--- config.mk ---
export PLATFORM = sky130hd
export DESIGN_NAME = seg7_scan_display
export DESIGN_NICKNAME = d
export VERILOG_FILES = /design/src/rtl/seg7_scan_display.sv
export SDC_FILE = /design/constraint.sdc
export NUM_CORES = 1
export LEC_CHECK = 0
export CAP_MARGIN = 20
export CORE_MARGIN = 10
export CORE_UTILIZATION = 50
export CTS_CLUSTER_DIAMETER = 120
export CTS_CLUSTER_SIZE = 8
export DETAILED_ROUTE_END_ITERATION = 12
export DONT_BUFFER_PORTS = 1
export SLEW_MARGIN = 25
export SYNTH_ARGS = -nofsm -noshare
export SYNTH_HDL_FRONTEND = slang
export SYNTH_SLANG_ARGS = --single-unit
--- constraint.sdc ---
create_clock -name clk -period 4.55 [get_ports clk]
set_input_delay 0.455 -clock clk [delete_from_list [all_inputs] [get_ports clk]]
set_output_delay 0.455 -clock clk [all_outputs]
set_load 0.03 [all_outputs]
--- src/rtl/seg7_scan_display.sv ---
// Multiplexed NUM_DIGITS-digit 7-segment scan driver with shadowed value,
// per-digit blanking, leading-zero suppression, decimal points and frame strobe.
module seg7_scan_display #(
   parameter int NUM_DIGITS  = 8,
   parameter int REFRESH_CNT = 100000,
   parameter int IDX_W       = 4
) (
   input  logic                    clk,
   input  logic                    rst,
   input  logic [4*NUM_DIGITS-1:0] value,
   input  logic                    load,
   input  logic [NUM_DIGITS-1:0]   dp_in,
   input  logic [NUM_DIGITS-1:0]   digit_en,
   input  logic                    lz_blank,
   output logic [NUM_DIGITS-1:0]   anode,
   output logic [6:0]              cathode,
   output logic                    dp,
   output logic [IDX_W-1:0]        digit_idx,
   output logic                    frame_done
);

   localparam int PW = (REFRESH_CNT > 2) ? $clog2(REFRESH_CNT) : 1;

   logic [PW-1:0]           presc_q, presc_d;
   logic [IDX_W-1:0]        idx_q, idx_d;
   logic [4*NUM_DIGITS-1:0] shadow_val_q, shadow_val_d;
   logic [NUM_DIGITS-1:0]   shadow_dp_q, shadow_dp_d;
   logic [NUM_DIGITS-1:0]   anode_q, anode_d;
   logic [6:0]              cathode_q, cathode_d;
   logic                    dp_q, dp_d;
   logic [IDX_W-1:0]        digit_idx_q, digit_idx_d;
   logic                    frame_done_q, frame_done_d;

   logic                  tc;
   logic                  last;
   logic [NUM_DIGITS-1:0] lz_zero;
   logic                  acc;
   logic [3:0]            nib_sel;
   logic                  dp_sel;
   logic                  en_sel;
   logic                  lz_sel;
   logic                  blank;

   function automatic logic [6:0] seg7(input logic [3:0] n);
      logic [6:0] s;
      unique case (n)
         4'h0: s = 7'b0000001;
         4'h1: s = 7'b1001111;
         4'h2: s = 7'b0010010;
         4'h3: s = 7'b0000110;
         4'h4: s = 7'b1001100;
         4'h5: s = 7'b0100100;
         4'h6: s = 7'b0100000;
         4'h7: s = 7'b0001111;
         4'h8: s = 7'b0000000;
         4'h9: s = 7'b0000100;
         4'hA: s = 7'b0001000;
         4'hB: s = 7'b1100000;
         4'hC: s = 7'b0110001;
         4'hD: s = 7'b1000010;
         4'hE: s = 7'b0110000;
         4'hF: s = 7'b0111000;
         default: s = 7'b1111111;
      endcase
      return s;
   endfunction

   always_comb begin
      tc      = (presc_q == PW'(REFRESH_CNT - 1));
      last    = (idx_q == IDX_W'(NUM_DIGITS - 1));
      presc_d = tc ? '0 : presc_q + PW'(1);
      idx_d   = idx_q;
      if (tc) begin
         idx_d = last ? '0 : idx_q + IDX_W'(1);
      end
      frame_done_d = tc && last;

      shadow_val_d = shadow_val_q;
      shadow_dp_d  = shadow_dp_q;
      if (load) begin
         shadow_val_d = value;
         shadow_dp_d  = dp_in;
      end
   end

   // lz_zero[i]: nibbles i..NUM_DIGITS-1 are all zero
   always_comb begin
      lz_zero = '0;
      acc     = 1'b1;
      for (int i = NUM_DIGITS - 1; i >= 0; i--) begin
         acc        = acc & (shadow_val_q[i*4 +: 4] == 4'h0);
         lz_zero[i] = acc;
      end
   end

   always_comb begin
      nib_sel = 4'h0;
      dp_sel  = 1'b0;
      en_sel  = 1'b0;
      lz_sel  = 1'b0;
      anode_d = '1;
      for (int i = 0; i < NUM_DIGITS; i++) begin
         if (idx_q == IDX_W'(i)) begin
            nib_sel    = shadow_val_q[i*4 +: 4];
            dp_sel     = shadow_dp_q[i];
            en_sel     = digit_en[i];
            lz_sel     = lz_zero[i];
            anode_d[i] = 1'b0;
         end
      end
      // blanked digits keep their anode low so every slot has equal on-time
      blank       = ~en_sel | (lz_blank & (idx_q != '0) & lz_sel);
      cathode_d   = blank ? 7'b1111111 : seg7(nib_sel);
      dp_d        = blank ? 1'b1 : ~dp_sel;
      digit_idx_d = idx_q;
   end

   always_ff @(posedge clk or negedge rst) begin
      if (!rst) begin
         presc_q      <= '0;
         idx_q        <= '0;
         shadow_val_q <= '0;
         shadow_dp_q  <= '0;
         anode_q      <= '1;
         cathode_q    <= 7'b1111111;
         dp_q         <= 1'b1;
         digit_idx_q  <= '0;
         frame_done_q <= 1'b0;
      end else begin
         presc_q      <= presc_d;
         idx_q        <= idx_d;
         shadow_val_q <= shadow_val_d;
         shadow_dp_q  <= shadow_dp_d;
         anode_q      <= anode_d;
         cathode_q    <= cathode_d;
         dp_q         <= dp_d;
         digit_idx_q  <= digit_idx_d;
         frame_done_q <= frame_done_d;
      end
   end

   assign anode      = anode_q;
   assign cathode    = cathode_q;
   assign dp         = dp_q;
   assign digit_idx  = digit_idx_q;
   assign frame_done = frame_done_q;

endmodule

Word level (Yosys, flattened, before mapping)
Memories as Yosys holds them, arrays and structs flattened.
Index checks and enable logic that the tools add are counted.

word-level totals
  memories kept = 1
  logic and storage cells = 87
  ROM bits = 112
  register bits = 82
  input bits = 52
  output and inout port bits = 21

memories
  memory            depth  width  read ports  clocked after memory_dff  wr ports  RTL line  text
  (name not given)  16     7      1           0                         0         46        unique case (n)

cells by class
  mux-type cells = 44
  bitwise operators = 12
  add/sub/neg operators = 2
  equal/unequal tests = 8
  reduce and logical (&&, ||, !) cells = 11

operators by type and width
  cell                                                                    number
  4-bit zero test                                                         9
  4-bit 2-to-1 mux                                                        9
  1-bit 2-to-1 mux                                                        33
  17-bit by 1-bit adder with 17-bit output (second input constant)        1
  17-bit equality test (second input constant)                            1
  17-bit 2-to-1 mux                                                       1
  4-bit by 3-bit equality test with 1-bit output (second input constant)  4
  1-bit bitwise AND                                                       9
  4-bit by 2-bit equality test with 1-bit output (second input constant)  2
  7-bit 2-to-1 mux                                                        1
  4-bit by 1-bit adder with 4-bit output (second input constant)          1
  4-bit by 1-bit equality test with 1-bit output (second input constant)  1
  4-bit nonzero test                                                      1
  1-bit inverter                                                          2
  1-bit logical AND                                                       1
  1-bit bitwise OR                                                        1

Longest topological paths before layout
Gate-level depths: netlist (run 1).

  depth after elaboration = 19
  mapped depth = 14
  gate-level depth less buffers = 12

Worst setup path before layout (run 1)
No wires, ideal clock.

  kind = register to register
  start point = register idx_q[0], in the netlist digit_idx_d[0]
  end point = register cathode_q[4], in the netlist cathode[4]
  setup time = 0.075 ns
  buffers on the path = 2
  cell stages (with the launch flop) = 13
  clock period less this slack = 2.471 ns
  path slack = 2.079 ns
  required time = 4.475 ns
  arrival time = 2.396 ns
  cell sequence = dfrtp_1 -> inv_1 -> ha_1 -> buf_4 -> buf_2 -> a21oi_1 -> a211oi_1 -> a31oi_1 -> o21ai_1 -> inv_1 -> ha_1 -> or3_1 -> o211ai_2

on the way
  cells in the longest elaborated chain, start to end = 12
  elaborated cells between the ends (all ways) = 39
  those cells by class = eq/ne: 7; mux: 25; bitwise: 4; reduce/logical: 2; memory: 1

RTL lines
  item                                                                             RTL line  text
  from (decl)                                                                      25        logic [IDX_W-1:0] idx_q, idx_d;
  from (signal assigned)                                                           131       idx_q <= idx_d;
  parallel branches: the longest is 11 deep, another holds memory read 16 x 7 bit  --
  7-bit 2-to-1 mux *                                                               113       cathode_d = blank ? 7'b1111111 : seg7(nib_sel);
  via cathode_d[4]                                                                 29        logic [6:0] cathode_q, cathode_d;
  to (signal assigned)                                                             135       cathode_q <= cathode_d;
  to (decl)                                                                        29

Mark *: on every way through the listed nets, which the timed path passes.
A chain may end at the register's enable or synchronous reset.

Worst setup path in the final report (run 1)
  start point = register idx_q[1], in the netlist digit_idx_d[1]
  end point = register cathode_q[4], in the netlist cathode[4]

The elaborated chain is that of the path after synthesis.

==> metrics.md, run 1 <==
| Metric | Value |
|---|---|
| Lkg Pwr | 1.82 nW |
| Actual slew at the worst max-slew pin | around 0.84 ns |
| Switching Share | 0.232 |
| Area Growth Syn to Fin | 6.62% |
| Via count | 2663 |
| Crit share post-route | 0.671 |
| Setup crit end kind | register |
| PortBufs | 0 |
| Synth async-reset ratio | 1.00 |
| Initial antenna violation count | 1 |
| CTS H-Tree Depth | 3 |
| Final hold vios | 5 |
| Core region area | roughly 0.0078 mm² |
| # DRC | 0 |
| Seq pwr share | 0.543 |
| Max cap viols | 0 |
| First-pass DRT Iterations | 4 |
| Die ar. | approximately 0.012 mm² |
| Arrival @ worst endpoint | 3.32 ns |
| Worst r2r dst | cathode[4] |
| Worst-skew pair later-pin latency | 0.35 ns |
| Min Tclk post-route | 3.05 ns |
| Vias in the first global route | roughly 2.7k |
| Final setup viols | 0 |
| Most frequent cells in the layout | dfrtp_1 (66), mux2_2 (39), nand2_1 (32) |
| CP max FO | 28 |
| Worst-path clk slew | 0.08 ns |
| Worst Path Required | between 4 and 5 ns |
| Yosys top cell area share | 0.406 |
| Main area contributors after synthesis | dfrtp_1 (41%), mux2_2 (11%), dfstp_2 (10%) |
| TritonCTS Buffers | 9 |
| Post-CTS sizing | 0 |
| Post-DP HPWL | 6.62 mm |
| Sequential area share after synthesis | 0.510 |
| Via/cell ratio | 5.78 |
| Wire per inst | 19.6 µm |
| CTS tree | done |
| Status | complete, but fails checks |
| Yosys warns | 0 |
| Total Neg Setup Slack | 0 ns |
| FILL cells | 686 |
| CTS sink count | slightly above 80 |
| Final Max Tran Viols | 0 |
| Cells after synthesis | 360 |
| Total power draw | approximately 0.0015 W |
| Power share of the clock group | 0.378 |
| Row cnt | 32 |
| Starting Density | 0.521 |
| Violated checks | negative hold slack |
| Synth Register Bits | 82 |
| Placer Congestion | 0.882 |
| Relative slew slack | 0.442 |
| I/O pins | 73 |
| Grt ovf | 0 |
| Synth cell types | 61 |
| WHS | -0.0122 ns |
| CTS root buf | clkbuf_8 |
| Post-synth net total | 423 |
| Clock Skews | 0.00822 ns |
| WL final | 9.03 mm |
| Fmax achieved | 328 MHz |
| Worst Reg-to-Reg Cells | 10 |
| VDD IR max | 0.000237 V |
| Commonest non-fill, non-tap cell in the layout | dfrtp_1 |
| Gr usage total | 0.155 |
| Post-synth EDFFs | 0 |
| Starting DRT DRC Count | 166 |
| Area leader, netlist | dfrtp_1 |
| Critical R2R Launch | digit_idx_d[1] |
| R2R Setup Slk | 1.50 ns |
| Share of layout cells above drive strength 1 | 0.229 |
| P_sw | 0.000355 W |
| HP Class | in2async |
| Die height | 110 µm |
| Longest Clk Path Bufs | 2 |
| Die Wd | around 110 µm |
| Number of routed nets with antenna violations | 0 |
| Syn Area/Cell | about 11 µm² |
| Final-stage net count | 416 |
| Int Power | 0.00118 W |
| Crit Path Class | reg2reg |
| First-pass GRT wire length | 14.6 mm |
| Comb pwr share | 0.079 |
| Post-CTS Hold Buffers | 1 |
| Synth Flop Type | dfrtp_1 |
| RSZ-0062 raised after global routing | no |
| Pwr Density | 353 mW/mm² |
| Post-CTS setup buffers | 0 |
| Mapped Area | 0.00407 mm² |
| Pin count of the biggest net entering global routing | 83 |
| CP Launch Type | register |
[power by group through the flow]
stage / sequential (W) / combinational (W) / clock [W]
6_report: 0.000831 / 0.000122 / 0.000578
5_1_grt: 0.000839 / 0.000136 / 0.000624
4_1_cts: 0.000832 / 0.000122 / 0.000593
3_5_place_dp: 0.000846 / 0.000105 / 0
3_3_place_gp: 0.000845 / 0.000103 / 0
2_1_floorplan: 0.000830 / 0.0000968 / 0
[worst max path at each step]
stage,startpoint,endpoint,depth (start not counted)
finish,digit_idx_d[1],cathode[4],10
global route,digit_idx_d[1],cathode[4],10
CTS,digit_idx_d[1],cathode[4],10
detailed placement,digit_idx_d[0],cathode[4],10
global placement,digit_idx_d[0],cathode[4],10
floorplan,digit_idx_d[0],cathode[4],12
[through the flow]
stage	instances	instance area [µm²]	hold slack (ns)	util	worst slack [ns]
final	461	4340	-0.0122	0.555	1.50
after floorplan	360	4070	0.159	-	2.08
after global placement	443	4080	0.163	0.522	1.65
after detailed placement	443	4080	0.164	0.522	1.52
after global routing	461	4340	0.00843	0.555	1.25
after CTS	460	4330	0.00801	0.555	1.50
[layer usage]
| metal | wire, µm | share of wire | global-route usage |
|---|---|---|---|
| met2 | 4010 | 0.44 | 0.225 |
| met3 | 763 | 0.085 | 0.0737 |
| met4 | 85 | 0.0094 | 0.0431 |
| met5 | 0 | 0 | 0 |
| met1 | 4170 | 0.46 | 0.203 |
[cells by family after synthesis]
| family | synth area share |
|---|---|
| DFF | 0.510 |
| muxes | 0.126 |
| AOI/OAI and AO/OA | 0.110 |
| xor gates and xnor gates | 0.0302 |
| buffers and inverters | 0.0369 |
| adders and majority gates | 0.0338 |
| and+or+nand+nor | 0.154 |
[worst max-delay path, cell delays in order (launching register included)]
cell	delay [ns]
dfrtp_1	0.43
inv_1	0.11
ha_1	0.71
a21oi_1	0.10
a211oi_1	0.26
a31oi_1	0.06
o21ai_1	0.40
inv_1	0.16
ha_1	0.27
or3_1	0.40
o211ai_2	0.08
[cells in the mapped netlist, drive strengths merged (8+ instances only)]
library cell / count
dfstp: 16
ha: 11
a21oi: 17
nand3: 8
nor2: 14
nand2: 32
nand2b: 8
inv: 9
mux2: 39
buf: 13
dfrtp: 66
o21ai: 20
[area by class of cell]
class                   count  area (µm²)  area share
diodes                      1        2.50    0.000577
well taps                 102         128      0.0294
clock inverters             1        30.0     0.00693
multi-input cells         250        1840       0.425
repair buffers              1        27.5     0.00635
flip-flops and latches     82        2070       0.478
inverters                   9        33.8     0.00779
clock buffers              15         198      0.0456
[flip-flops by register name, indices dropped and copies added (netlist names)]
name and count:
anode 8, cathode 7, digit_idx 4, digit_idx_d 4, dp 1, frame_done 1, presc_q 17, shadow_dp_q 8
shadow_val_q 32
Note: power is estimated with default switching activity, not from simulation.
==> inputs of run 2 (changes only) <==
--- a/config.mk
+++ b/config.mk
@@ -5,6 +5,7 @@
 export SDC_FILE = /design/constraint.sdc
 export NUM_CORES = 1
 export LEC_CHECK = 0
+export ABC_AREA = 1
 export CAP_MARGIN = 20
 export CORE_MARGIN = 10
 export CORE_UTILIZATION = 50
@@ -12,6 +13,7 @@
 export CTS_CLUSTER_SIZE = 8
 export DETAILED_ROUTE_END_ITERATION = 12
 export DONT_BUFFER_PORTS = 1
+export PLACE_DENSITY = 0.68
 export SLEW_MARGIN = 25
 export SYNTH_ARGS = -nofsm -noshare
 export SYNTH_HDL_FRONTEND = slang
==> constraint.sdc (replaced) <==
create_clock -name clk -period 2.6 [get_ports clk]
set_input_delay 0.26 -clock clk [delete_from_list [all_inputs] [get_ports clk]]
set_output_delay 0.26 -clock clk [all_outputs]
set_load 0.03 [all_outputs]
==> metrics.md, run 2 <==
| Metric | Value |
|---|---|
| Grt ovf | 0 (unchanged) |
| Total Neg Setup Slack | 0 ns (unchanged) |
| Synth async-reset ratio | 1.00 (unchanged) |
| Share of layout cells above drive strength 1 | 0.166 (-0.0630) |
| Largest Register | shadow_val_q |
| Worst-skew pair later-pin latency | 0.35 ns (about the same) |
| Final Instance Area | 0.00468 mm² (+7.9%) |
| Number of routed nets with antenna violations | 0 (unchanged) |
| Lkg Pwr | 2.33 nW (+28%) |
| Starting DRT DRC Count | 206 (+24%) |
| HP Class | in2reg |
| Post-Route Utilization | 0.564 (+0.00841) |
| Yosys warns | 0 (unchanged) |
| Final setup viols | 0 (unchanged) |
| Crit share post-route | 0.896 (+0.225) |
| Yosys top cell area share | 0.384 (-0.0225) |
| Min Tclk post-route | 2.33 ns (-0.723 ns) |
| Syn Area/Cell | 8.39 µm² (-26%) |
| Largest regs | shadow_val_q (32), presc_q (17) |
| Die ar. | 0.0127 mm² (+4.8%) |
| Synth Register Bits | 82 (unchanged) |
| Placed cells | 610 (+38%) |
| Most frequent cells in the layout | nand2_1 (115), inv_1 (75), dfrtp_1 (66) |
| Actual slew at the worst max-slew pin | 0.431 ns (-0.406 ns) |
| Final hold vios | 0 (-5) |
| Area leader, netlist | dfrtp_1 |
| TritonCTS Buffers | 9 (unchanged) |
| First-pass GRT wire length | 17.2 mm (+18%) |
| Post-synth net total | 576 (+36%) |
| PortBufs | 0 (unchanged) |
| CTS tree | done |
| Placer Congestion | 0.900 (+2.1%) |
| Core region area | 0.00830 mm² (+6.3%) |
| Post-DP HPWL | 7.69 mm (+16%) |
| I/O pins | 73 (unchanged) |
| CTS sink count | 82 (unchanged) |
| Post-CTS setup buffers | 0 (unchanged) |
| Fin cells | 629 (+36%) |
| Clock Skews | 0.00646 ns (-0.00176 ns) |
| Final-stage net count | 582 (+40%) |
| Die height | 113 µm (+2.4%) |
| Longest Clk Path Bufs | 2 (unchanged) |
| Wire per inst | 16.4 µm (-16%) |
| N_diodes | 0 (-1) |
| Mapped Area | 0.00431 mm² (+5.9%) |
| Crit Path Class | reg2reg |
| Via/cell ratio | 5.35 (-7.4%) |
| Via count | 3365 (+26%) |
| CP Launch Type | register |
| CTS root buf | clkbuf_8 |
| Cells after synthesis | 513 (+43%) |
| Most frequent cell after synthesis | nand2_1 |
| Die Wd | 113 µm (+2.4%) |
| RSZ-0062 raised after global routing | no |
| CTS H-Tree Depth | 3 (unchanged) |
| WL final | 10.3 mm (+14%) |
| First-pass DRT Iterations | 4 (unchanged) |
| Post-synth EDFFs | 0 (unchanged) |
| CP max FO | 10 (-64%) |
| Pin count of the biggest net entering global routing | 83 (unchanged) |
| Synth cell types | 40 (-34%) |
| Pwr Density | 557 mW/mm² (+58%) |
| # DRC | 0 (unchanged) |
| VDD IR max | 0.000353 V (+49%) |
| Number of flip-flops in the largest register | 32 (unchanged) |
| Status | completed |
| Relative slew slack | 0.710 (+0.268) |
| Worst-path clk slew | 0.08 ns (about the same) |
| Row cnt | 33 (+3.1%) |
| Vias in the first global route | 3442 (+28%) |
| Gr usage total | 0.163 (+0.00810) |
| Arrival @ worst endpoint | 2.63 ns (-0.69 ns) |
| Final Max Tran Viols | 0 (unchanged) |
| Worst Path Required | 2.90 ns (-1.92 ns) |
| Synth Flop Type | dfrtp_1 |
| Area Growth Syn to Fin | 8.66% |
| Initial antenna violation count | 0 (-1) |
| Max cap viols | 0 (unchanged) |
| Synth cell count leaders | nand2_1 (116), inv_1 (78), dfrtp_1 (66) |
| DP Area | 0.00440 mm² (+7.9%) |
| Main area contributors after synthesis | dfrtp_1 (38%), nand2_1 (10%), dfstp_2 (9.8%) |
| Fmax achieved | 429 MHz (+31%) |
| Commonest non-fill, non-tap cell in the layout | nand2_1 |
| Sequential area share after synthesis | 0.481 (-0.0283) |
| Starting Density | 0.519 (-0.00206) |
| Setup crit end kind | register |
| WHS | 0.0180 ns (+0.0302 ns) |
run 2: worst paths after layout:
| check | start | depth (start not counted) | slack, ns | end |
|---|---|---|---|---|
| min in group asynchronous | rst | 2 | 0.49 | shadow_val_q[11] |
| hold reg to reg | digit_idx_d[2] | 0 | 0.45 | digit_idx[2] |
| setup reg to reg | digit_idx_d[1] | 16 | 0.27 | cathode[5] |
| hold / removal | load | 1 | 0.02 | shadow_val_q[10] |
| setup / recovery | digit_idx_d[1] | 16 | 0.27 | cathode[5] |
| max in group asynchronous | rst | 2 | 1.77 | cathode[2] |
run 2: stage by stage:
stage	worst slack, ns	power, W
3_5_place_dp	0.0741	0.00166
2_1_floorplan	0.325	0.00161
6_report	0.271	0.00261
5_1_grt	0.00640	0.00271
3_3_place_gp	0.237	0.00165
4_1_cts	0.0627	0.00263
run 2: cell families after synthesis:
group	Yosys count	share of synthesized area
adder cells (fa/ha/maj)	11	0.0320
AND/OR/NAND/NOR	224	0.245
buffers and inverters	98	0.0918
flip-flops	82	0.481
multiplexers	11	0.0288
AO/OA/AOI/OAI	84	0.115
XOR/XNOR	3	0.00610
run 2: per-layer routing:
| metal | routed length [µm] | track usage | vias to the layer above |
|---|---|---|---|
| met3 | 806 | 0.0549 | 11 |
| met4 | 100 | 0.0440 | 0 |
| met5 | 0 | 0 | - |
| li1 | - | - | 1650 |
| met2 | 4910 | 0.269 | 100 |
| met1 | 4470 | 0.199 | 1604 |
run 2: what timing repair did:
action | 4_1_cts | 5_1_grt
setup endpoints to repair | 0 | 7
hold buffers | 3 | 0
hold endpoints to repair | 91 | 0
resized for setup | 0 | 10
run 2: layout make-up:
cell class	count	area (µm²)
inverters	86	333
clock inverters	3	40.0
clock buffers	13	159
well taps	105	131
flip-flops and latches	82	2070
fillers	749	3620
repair buffers	7	77.6
multi-input cells	333	1870
run 2: worst max-delay path, cell delays in order, from the launching register on:
cell and delay [ns]:
dfrtp_1 0.45, inv_2 0.13, ha_1 0.19, inv_2 0.09, nor2_8 0.15, inv_4 0.08
o21ai_1 0.16, inv_1 0.06, nand2_1 0.07, nand2_1 0.07, nand2_2 0.11, inv_1 0.09
ha_1 0.28, inv_1 0.05, nor3_1 0.17, a21oi_1 0.06, nand2_1 0.06
run 2: power breakdown:
part	switching [W]	internal, W	leakage [nW]	total (W)
clock	0.000444	0.000494	0.103	0.000938
sequential	0.0000676	0.00136	0.998	0.00143
combinational	0.000156	0.0000871	1.23	0.000243
total	0.000667	0.00194	2.33	0.00261
==> inputs of run 3 (changes only) <==
--- a/config.mk
+++ b/config.mk
@@ -5,7 +5,6 @@
 export SDC_FILE = /design/constraint.sdc
 export NUM_CORES = 1
 export LEC_CHECK = 0
-export ABC_AREA = 1
 export CAP_MARGIN = 20
 export CORE_MARGIN = 10
 export CORE_UTILIZATION = 50
==> metrics.md, run 3 (same netlist as run 1, synthesis figures left out) <==
| Metric | Value |
|---|---|
| HP Class | in2reg |
| First-pass DRT Iterations | 4 (unchanged) |
| Final setup viols | 0 (unchanged) |
| Actual slew at the worst max-slew pin | 0.387 ns (-0.0436 ns) |
| Gr usage total | 0.155 (-0.00854) |
| Post-CTS setup buffers | 0 (unchanged) |
| N_diodes | 0 (unchanged) |
| Post-DP HPWL | 6.93 mm (-9.9%) |
| Die Wd | 110 µm (-2.3%) |
| Final-stage net count | 431 (-26%) |
| First-pass GRT wire length | 14.5 mm (-15%) |
| Via/cell ratio | 5.83 (+9.0%) |
| Die ar. | 0.0121 mm² (-4.6%) |
| Wire per inst | 19.5 µm (+19%) |
| Grt ovf | 0 (unchanged) |
| Number of flip-flops in the largest register | 32 (unchanged) |
| Most frequent cells in the layout | dfrtp_1 (64), mux2_2 (39), nand2_1 (32) |
| PortBufs | 0 (unchanged) |
| Number of routed nets with antenna violations | 0 (unchanged) |
| Fmax achieved | 415 MHz (-3.2%) |
| Share of layout cells above drive strength 1 | 0.282 (+0.115) |
| Total Neg Setup Slack | 0 ns (unchanged) |
| CTS H-Tree Depth | 3 (unchanged) |
| CTS root buf | clkbuf_8 |
| Final hold vios | 0 (unchanged) |
| Largest Register | shadow_val_q |
| Setup crit end kind | register |
| Status | completed |
| Slowest cell on the critical path | dfrtp_2 |
| Starting DRT DRC Count | 168 (-18%) |
| CP Launch Type | register |
| Vias in the first global route | 2698 (-22%) |
| CP delay by family, top | simple AND/OR/NAND/NOR gates |
| Core region area | 0.00781 mm² (-5.9%) |
| Clock Skews | 0.0104 ns (+0.00392 ns) |
| CTS tree | done |
| Largest regs | shadow_val_q (32), presc_q (17) |
| Worst Path Required | 2.89 ns (about the same) |
| # DRC | 0 (unchanged) |
| Placer Congestion | 0.873 (-3.1%) |
| Relative slew slack | 0.742 (+0.0317) |
| Starting Density | 0.521 (+0.00206) |
| Crit share post-route | 0.926 (+0.0299) |
| Total power draw | 0.00249 W (-4.5%) |
| RSZ-0062 raised after global routing | no |
| Min Tclk post-route | 2.41 ns (+0.0778 ns) |
| Die height | 110 µm (-2.3%) |
| Worst-path clk slew | 0.08 ns (about the same) |
| VDD IR max | 0.000326 V (-7.7%) |
| CP max FO | 10 (unchanged) |
| Row cnt | 32 (-3.0%) |
| Pwr Density | 559 mW/mm² (+0.40%) |
| TritonCTS Buffers | 9 (unchanged) |
| Final Max Tran Viols | 0 (unchanged) |
| Pin count of the biggest net entering global routing | 83 (unchanged) |
| Arrival @ worst endpoint | 2.69 ns (+0.06 ns) |
| Slowest stage delay, CP | 0.46 ns (about the same) |
| Commonest non-fill, non-tap cell in the layout | dfrtp_1 |
| Area Growth Syn to Fin | 9.48% |
| I/O pins | 73 (unchanged) |
| CP Cell Sequence | inv_1 > ha_4 > buf_4 > nand2_1 > o21ai_0 > a32oi_2 > or2_1 > or3_1 > o211ai_2 |
| Max cap viols | 0 (unchanged) |
| Via count | 2770 (-18%) |
| FILL cells | 655 (-13%) |
| WP buf/inv | 2 (-4) |
| Longest Clk Path Bufs | 2 (unchanged) |
| Worst-skew pair later-pin latency | 0.36 ns (about the same) |
| Lkg Pwr | 1.87 nW (-20%) |
| CTS sink count | 82 (unchanged) |
| Crit Path Class | reg2reg |
| Initial antenna violation count | 0 (unchanged) |
| WL final | 9.24 mm (-10%) |
-- run 3: cell count changes in the layout (fill, tap and decap cells not counted), sizes merged, moves of 20 or more --
cell,before,now
nand2,127,32
o21ai,53,20
nand3,28,8
inv,86,9
nor2,38,14
mux2,11,39
-- run 3: what timing repair did --
item | in CTS | in global routing
endpoints found under the setup margin | 0 | 7
gates resized for setup | 0 | 11
endpoints found under the hold margin | 83 | 0
hold buffers | 3 | 0
-- run 3: path summary, 6_finish.rpt --
path	from	to	slack, ns	cells past startpoint
worst max-delay path	digit_idx_d[1]	cathode[4]	0.19	9
worst min-delay path	value[10]	shadow_val_q[10]	0.04	2
worst max register to register	digit_idx_d[1]	cathode[4]	0.19	9
worst min register to register	digit_idx_d[3]	digit_idx[3]	0.47	0
max in group asynchronous	rst	cathode[2]	1.80	2
min in group asynchronous	rst	presc_q[14]	0.45	2
-- run 3: area by class of cell --
| class | instances | area [µm²] | share of cell area |
|---|---|---|---|
| Clock buffer | 9 | 124 | 0.0278 |
| Clock inverter | 7 | 46.3 | 0.0104 |
| Inverter | 9 | 33.8 | 0.00759 |
| Timing Repair Buffer | 16 | 158 | 0.0354 |
| Tap cell | 102 | 128 | 0.0287 |
| Sequential cell | 82 | 2070 | 0.466 |
| Multi-Input combinational cell | 250 | 1890 | 0.424 |
-- run 3: stage by stage --
stage | cell area, µm² | util | worst slack (ns) | hold slack [ns] | instances
6_report | 4450 | 0.570 | 0.193 | 0.0356 | 475
5_1_grt | 4450 | 0.570 | 0.0382 | 0.0119 | 475
4_1_cts | 4410 | 0.564 | 0.0614 | 0.0194 | 475
3_5_place_dp | 4190 | 0.536 | 0.0834 | -0.0318 | 456
3_3_place_gp | 4190 | 0.536 | 0.158 | -0.0315 | 456
2_1_floorplan | 4070 | - | 0.129 | -0.0356 | 360
-- run 3: worst register-to-register path, delay by kind of cell (launching register included) --
kind | cells | cell delay, ns
buf+inv | 2 | 0.34
simple gates | 3 | 0.83
compound gates | 3 | 0.51
fa+ha+maj | 1 | 0.22
flops | 1 | 0.46
-- run 3: where the power goes --
part	switching (W)	internal (W)
clock	0.000462	0.000344
combinational	0.000108	0.000118
sequential	0.0000930	0.00136
-- run 3: metal layers --
layer / track usage / wire length, µm / vias to the layer above
met2: 0.226 / 4200 / 89
met4: 0.0578 / 110 / 0
met5: 0 / 0 / -
met1: 0.205 / 4110 / 1367
met3: 0.0575 / 819 / 11
li1: - / - / 1303
